`config.mk`:
```
export PLATFORM = sky130hd
export DESIGN_NAME = plru_replace
export DESIGN_NICKNAME = d
export VERILOG_FILES = /design/src/rtl/plru_replace_pkg.sv /design/src/rtl/plru_tree.sv /design/src/rtl/plru_replace.sv
export SDC_FILE = /design/constraint.sdc
export NUM_CORES = 2
export LEC_CHECK = 0
export BUFFER_PORTS_ARGS = -buffer_cell sky130_fd_sc_hd__buf_4
export CORE_MARGIN = 3
export CORE_UTILIZATION = 45
export CTS_CLUSTER_DIAMETER = 50
export DETAILED_ROUTE_END_ITERATION = 8
export SYNTH_ARGS = -nofsm -noshare
export SYNTH_HDL_FRONTEND = slang
export SYNTH_SLANG_ARGS = --single-unit
export TNS_END_PERCENT = 10
```
`constraint.sdc`:
```
create_clock -name clk -period 4.1 [get_ports clk]
set_input_delay 0.615 -clock clk [delete_from_list [all_inputs] [get_ports clk]]
set_output_delay 0.615 -clock clk [all_outputs]
set_load 0.02 [all_outputs]
```
`src/rtl/plru_replace_pkg.sv`:
```
// Shared tree pseudo-LRU helpers for the cache and BTB replacement engines.
// Trees are carried left-aligned in a fixed-width vector so one function body serves every associativity.
package plru_replace_pkg;

  localparam int unsigned PLRU_WAY_NUM    = 4;
  localparam int unsigned PLRU_NODE_NUM   = PLRU_WAY_NUM - 1;
  localparam int unsigned PLRU_MAX_LEVELS = 6;
  localparam int unsigned PLRU_MAX_NODES  = (1 << PLRU_MAX_LEVELS) - 1;

  typedef logic [PLRU_MAX_NODES-1:0]  plru_vec_t;
  typedef logic [PLRU_MAX_LEVELS-1:0] plru_idx_t;

  // Point every node on the path to `way` away from it.
  function automatic plru_vec_t plru_touch(input plru_vec_t tree, input plru_idx_t way,
                                           input int unsigned levels = $clog2(PLRU_WAY_NUM));
    plru_vec_t t;
    plru_idx_t wa;
    plru_idx_t node;
    logic      b;
    t    = tree;
    wa   = way << (PLRU_MAX_LEVELS - levels);
    node = '0;
    for (int unsigned lvl = 0; lvl < PLRU_MAX_LEVELS; lvl++) begin
      if (lvl < levels) begin
        b       = wa[PLRU_MAX_LEVELS-1];
        t[node] = ~b;
        node    = (node << 1) + plru_idx_t'(1) + plru_idx_t'(b);
        wa      = wa << 1;
      end
    end
    return t;
  endfunction

  // Follow the node bits from the root down to a leaf.
  function automatic plru_idx_t plru_victim(input plru_vec_t tree,
                                            input int unsigned levels = $clog2(PLRU_WAY_NUM));
    plru_idx_t node;
    plru_idx_t way;
    logic      b;
    node = '0;
    way  = '0;
    for (int unsigned lvl = 0; lvl < PLRU_MAX_LEVELS; lvl++) begin
      if (lvl < levels) begin
        b    = tree[node];
        way  = (way << 1) | plru_idx_t'(b);
        node = (node << 1) + plru_idx_t'(1) + plru_idx_t'(b);
      end
    end
    return way;
  endfunction

endpackage

```
`src/rtl/plru_tree.sv`:
```
// Combinational single-set PLRU block: ordered touch chain, then victim of the resulting tree
// with preference for the lowest invalid way.
module plru_tree
  import plru_replace_pkg::*;
#(
  parameter int unsigned WAY_NUM   = 4,
  parameter int unsigned TOUCH_NUM = 1,
  localparam int unsigned WAY_WIDTH = $clog2(WAY_NUM),
  localparam int unsigned NODE_NUM  = WAY_NUM - 1
) (
  input  logic [NODE_NUM-1:0]            cur_tree,
  input  logic [TOUCH_NUM-1:0]           touch_en,
  input  logic [TOUCH_NUM*WAY_WIDTH-1:0] touch_way,
  input  logic [WAY_NUM-1:0]             query_valid,
  output logic [NODE_NUM-1:0]            next_tree,
  output logic [WAY_WIDTH-1:0]           victim
);

  always_comb begin
    plru_vec_t t;
    t = '0;
    t[NODE_NUM-1:0] = cur_tree;
    for (int p = 0; p < int'(TOUCH_NUM); p++) begin
      if (touch_en[p]) begin
        t = plru_touch(t, plru_idx_t'(touch_way[p*WAY_WIDTH +: WAY_WIDTH]), WAY_WIDTH);
      end
    end
    next_tree = t[NODE_NUM-1:0];
    victim    = WAY_WIDTH'(plru_victim(t, WAY_WIDTH));
    // Descending scan so the lowest invalid way is the one left standing.
    for (int i = int'(WAY_NUM) - 1; i >= 0; i--) begin
      if (!query_valid[i]) victim = WAY_WIDTH'(i);
    end
  end

endmodule

```
`src/rtl/plru_replace.sv`:
```
// Multi-port tree pseudo-LRU replacement engine with invalid-way preference and refill update.
// Optional macro REPLACE_BYPASS_EN forwards same-cycle hits/refill into the victim query.
module plru_replace
  import plru_replace_pkg::*;
#(
  parameter int unsigned DEPTH     = 256,
  parameter int unsigned WAY_NUM   = 4,
  parameter int unsigned READ_PORT = 1,
  localparam int unsigned WAY_WIDTH  = $clog2(WAY_NUM),
  localparam int unsigned ADDR_WIDTH = (DEPTH <= 1) ? 1 : $clog2(DEPTH)
) (
  input  logic                            clk,
  input  logic                            rst,
  input  logic [READ_PORT-1:0]            hit_en,
  input  logic [READ_PORT*WAY_WIDTH-1:0]  hit_way,
  input  logic [READ_PORT*ADDR_WIDTH-1:0] hit_index,
  input  logic [ADDR_WIDTH-1:0]           miss_index,
  input  logic [WAY_NUM-1:0]              miss_valid,
  output logic [WAY_WIDTH-1:0]            miss_way,
  input  logic                            refill_en,
  input  logic [ADDR_WIDTH-1:0]           refill_index,
  input  logic [WAY_WIDTH-1:0]            refill_way
);

  localparam int unsigned NODE_NUM  = WAY_NUM - 1;
  localparam int unsigned TOUCH_NUM = READ_PORT + 1;

  logic [NODE_NUM-1:0]  tree_q [DEPTH];
  logic [NODE_NUM-1:0]  tree_d [DEPTH];
  logic [WAY_WIDTH-1:0] unused_victim [DEPTH];

  // Per-set update chain: hit ports in order, refill last.
  for (genvar s = 0; s < int'(DEPTH); s++) begin : g_set
    logic [TOUCH_NUM-1:0]           touch_en;
    logic [TOUCH_NUM*WAY_WIDTH-1:0] touch_way;

    always_comb begin
      touch_en = '0;
      for (int p = 0; p < int'(READ_PORT); p++) begin
        touch_en[p] = hit_en[p] && (hit_index[p*ADDR_WIDTH +: ADDR_WIDTH] == ADDR_WIDTH'(s));
      end
      touch_en[READ_PORT] = refill_en && (refill_index == ADDR_WIDTH'(s));
    end

    assign touch_way = {refill_way, hit_way};

    plru_tree #(
      .WAY_NUM   (WAY_NUM),
      .TOUCH_NUM (TOUCH_NUM)
    ) u_tree (
      .cur_tree    (tree_q[s]),
      .touch_en    (touch_en),
      .touch_way   (touch_way),
      .query_valid ({WAY_NUM{1'b1}}),
      .next_tree   (tree_d[s]),
      .victim      (unused_victim[s])
    );
  end

  always_ff @(posedge clk) begin
    if (rst) begin
      for (int s = 0; s < int'(DEPTH); s++) tree_q[s] <= '0;
    end else begin
      tree_q <= tree_d;
    end
  end

  logic                 miss_in_range;
  logic [NODE_NUM-1:0]  query_tree;
  logic [NODE_NUM-1:0]  unused_query_next;
  logic [WAY_WIDTH-1:0] query_victim;

  assign miss_in_range = 32'(miss_index) < DEPTH;

  always_comb begin
    query_tree = '0;
    if (miss_in_range) begin
`ifdef REPLACE_BYPASS_EN
      query_tree = tree_d[miss_index];
`else
      query_tree = tree_q[miss_index];
`endif
    end
  end

  plru_tree #(
    .WAY_NUM   (WAY_NUM),
    .TOUCH_NUM (1)
  ) u_query (
    .cur_tree    (query_tree),
    .touch_en    (1'b0),
    .touch_way   ('0),
    .query_valid (miss_valid),
    .next_tree   (unused_query_next),
    .victim      (query_victim)
  );

  assign miss_way = miss_in_range ? query_victim : '0;

endmodule
```
==> out/results.txt <==
Cell area after layout - 53780 um2
PnR worst setup slack - -0.07265 ns
Nets - 5942
Reg-to-Reg End - tree_q[565]
Total Routing Usage GR - 38.16%
Initial antenna violation count - 7
Remaining DRCs - 0
Yosys reg bits - 768
Power Internal - 0.01396 W
DIE WIDTH - 329.6 um
Final Hold Vio Count - 0
CP max stage delay - 0.62 ns
CTS Hold Bufs - 0
Pwr/cell area - 358.3 nW/um2
Synth warn - 0
Syn_area_per_cell - 7.495 um2
Mapped cell area - 47130 um2
HP Start - rst
Antenna viol nets, final - 0
Area after DPL - 49590 um2
DR vias - 52440
TritonCTS clock tree - built
First-pass GRT wire length - 315100 um
TritonRoute pass-1 iters - 8
Htree depth - 3
Mapped Cells - 6288
DRT iter0 DRCs - 8966
Final Skew - 0 ns
Cts bufs inserted - 113
Clock root buffer - clkbuf_16
Largest cells by area after synthesis - dfxtp_1, a21oi_1, a31oi_1
Startpoint type of the worst setup path - primary input
Max rail drop VDD - 0.3073 mV
Worst path cell trace - buf_12 > buf_6 > buf_4 > mux4_2 > nor3_1 > nor4_1 > nand2_1 > nor3_2 > a311o_1 > a41o_1 > buf_6
Die H - 329.6 um
Switching Power - 0.005313 W
CP max FO - 13
Slowest-stage cell, CP - nor3_1
Critical R2R Launch - tree_q[565]
Failing checks - setup timing
Hold depth - 2
Hold endpoint - tree_q[631]
Post-synth EDFFs - 0
WL/cell - 29.47 um
Die Area - 108700 um2
# setup viols final - 1
Power share of the sequential group - 38.9%
Slew Limit Headroom - 8.170%
Boundary Pins - 38
Main flop type after synthesis - dfxtp_1
Fillers - 9908
Post-synth top area cell - dfxtp_1
Largest registers - tree_q (768)
Top reg by flops - tree_q
Internal reg-to-reg setup slack - 3.08 ns
Synth top area share - 32.62%
Reg2Reg Depth - 4
Worst-Margin Slew - 1.374 ns
Vias in the first global route - 45460
Total Wirelength - 217500 um
Max Freq - 0.2397 GHz
Dpl ws - -0.4608 ns
Async SR Flop Fraction - 0%
Placed wire-length estimate - 128300 um
Cell variety after synth - 61
Crit path top cell by count - buf_6
Status - complete, but fails checks
WP data required - 3.48 ns
Final core occ - 51.82%
Clk slew on worst S/H paths - 0.05 ns
Mapped Nets - 6324
CP Class - primary input to primary output
PortBufs - 37
Layout cells sized above 1 - 13.66%
Max-Cap Viols - 0
Combinational fraction of design power - 9.7%
Sw frac - 27.57%
Hold crit path type - primary input to flip-flop
RSZ-0062 raised after global routing - no
# rows - 118
Number of vias per cell - 7.105
Largest net degree at the start of global routing - 120
Core footprint - 103800 um2
Area grow syn2layout - 14.11%
Sequential area share after synthesis - 32.62%
RePlAce Congestion - 1.007
Clk sink count - 768
Grt ovf - 0
Final Max Slew Viols - 0
Fin crit period - 4.173 ns
Clock share of power - 51.4%
Setup crit end kind - primary output
Skew-Pair Late Insertion Delay - 0.72 ns
Starting Density - 45.41%
Tcrit/Tclk final - 101.8%
Worst EP arrival - 3.56 ns
Clk buf depth - 3
Setup TNS Final - -0.07265 ns
Largest register FFs - 768
Leakage - 17.01 nW
## cell usage after synthesis (16+ instances only)
master and n:
buf_4 16, a21oi_1 1468, o21ai_0 744, nor3_1 61, nand2b_1 17, a31oi_1 620, o221ai_1 76, nand3_1 37
a311oi_1 83, o311a_1 19, clkbuf_1 806, nor4_1 20, nand2_1 182, o22ai_1 19, buf_1 65, mux4_2 89
mux2i_1 184, dfxtp_1 768, or2_2 16, o31ai_1 30, a221oi_1 37, or3_1 597, nor2_1 192
## per-layer routing
| metal | share of wire (%) | vias up | global-route usage, % |
|---|---|---|---|
| li1 | - | 23080 | - |
| met1 | 39 | 24800 | 52.75 |
| met2 | 42 | 3834 | 55.49 |
| met3 | 13 | 719 | 8.042 |
| met4 | 6.0 | 6 | 20.62 |
| met5 | 0.048 | - | 0.4880 |
## cell usage in the layout (no fill, tap or decap), drive strengths merged, types with 6 or more instances in the layout
cell	n
o221ai	77
nand3	37
and3	13
or2	17
clkinvlp	11
a221oi	37
o31ai	30
o22ai	19
nor3	62
nand4	11
nor2b	14
clkinv	24
or3	597
nand2	182
a2111oi	6
dfxtp	768
mux4	100
a31oi	620
a21oi	1468
bufinv	8
buf	421
mux2i	184
nand2b	17
clkbuf	152
inv	14
diode	6
a311oi	83
o311a	19
o21ai	744
nor2	192
and2	9
nor4	22
## worst max-delay path: cells and delay by family
kind | cells | cell delay, ns
buffers and inverters | 4 | 0.80
muxes | 1 | 0.53
and+or+nand+nor | 4 | 0.93
AOI/OAI and AO/OA | 2 | 0.64
## per-stage QoR
step	total power, W	std cells	hold slack [ns]
finish	0.01927	7380	0.4614
global route	0.01960	7374	0.4789
CTS	0.01916	7369	0.4939
detailed placement	0.009390	7158	0.5979
global placement	0.009386	7157	0.5871
floorplan	0.008608	6288	0.5531
## cell type report
class / count / area, um2 / area share (%)
inverter: 6 / 22.52 / 0.04188
clock inverter: 51 / 549.3 / 1.021
tap: 1380 / 1727 / 3.211
antenna: 6 / 15.01 / 0.02792
multi-input combinational: 4594 / 28620 / 53.21
timing repair buffer: 423 / 4269 / 7.938
clock buffer: 152 / 3207 / 5.963
sequential: 768 / 15370 / 28.59
## how the worst max path moves through the flow
stage                        startpoint           to  slack, ns  depth (start not counted)
after floorplan           miss_index[0]  miss_way[0]       0.62                         13
after global placement    miss_index[0]  miss_way[0]      -0.45                         14
after detailed placement  miss_index[0]  miss_way[0]      -0.46                         14
after CTS                 miss_index[0]  miss_way[0]       0.01                         11
after global routing      miss_index[1]  miss_way[0]      0.002                         12
final                     miss_index[0]  miss_way[0]      -0.07                         11
## power by group through the flow
stage / clock network, W / logic (W) / registers [W]
2_1_floorplan: 0 / 0.000956 / 0.00765
3_3_place_gp: 0 / 0.00173 / 0.00766
3_5_place_dp: 0 / 0.00173 / 0.00766
4_1_cts: 0.00989 / 0.00178 / 0.00750
5_1_grt: 0.0102 / 0.00190 / 0.00749
6_report: 0.00990 / 0.00188 / 0.00750
## repair_timing
action / 4_1_cts / 5_1_grt
gates cloned: 3 / 0
hold endpoints to repair: 0 / 0
endpoints found under the setup margin: 1 / 2
pin swaps: 9 / 18
buffers inserted: 6 / 6
resized for setup: 31 / 25
## kinds of logic after synthesis
group	share of synthesized area [%]
simple gates	13.59
mux	8.822
flops	32.62
buf+inv	7.959
compound gates	37.00
Note: power is estimated with default switching activity, not from simulation.
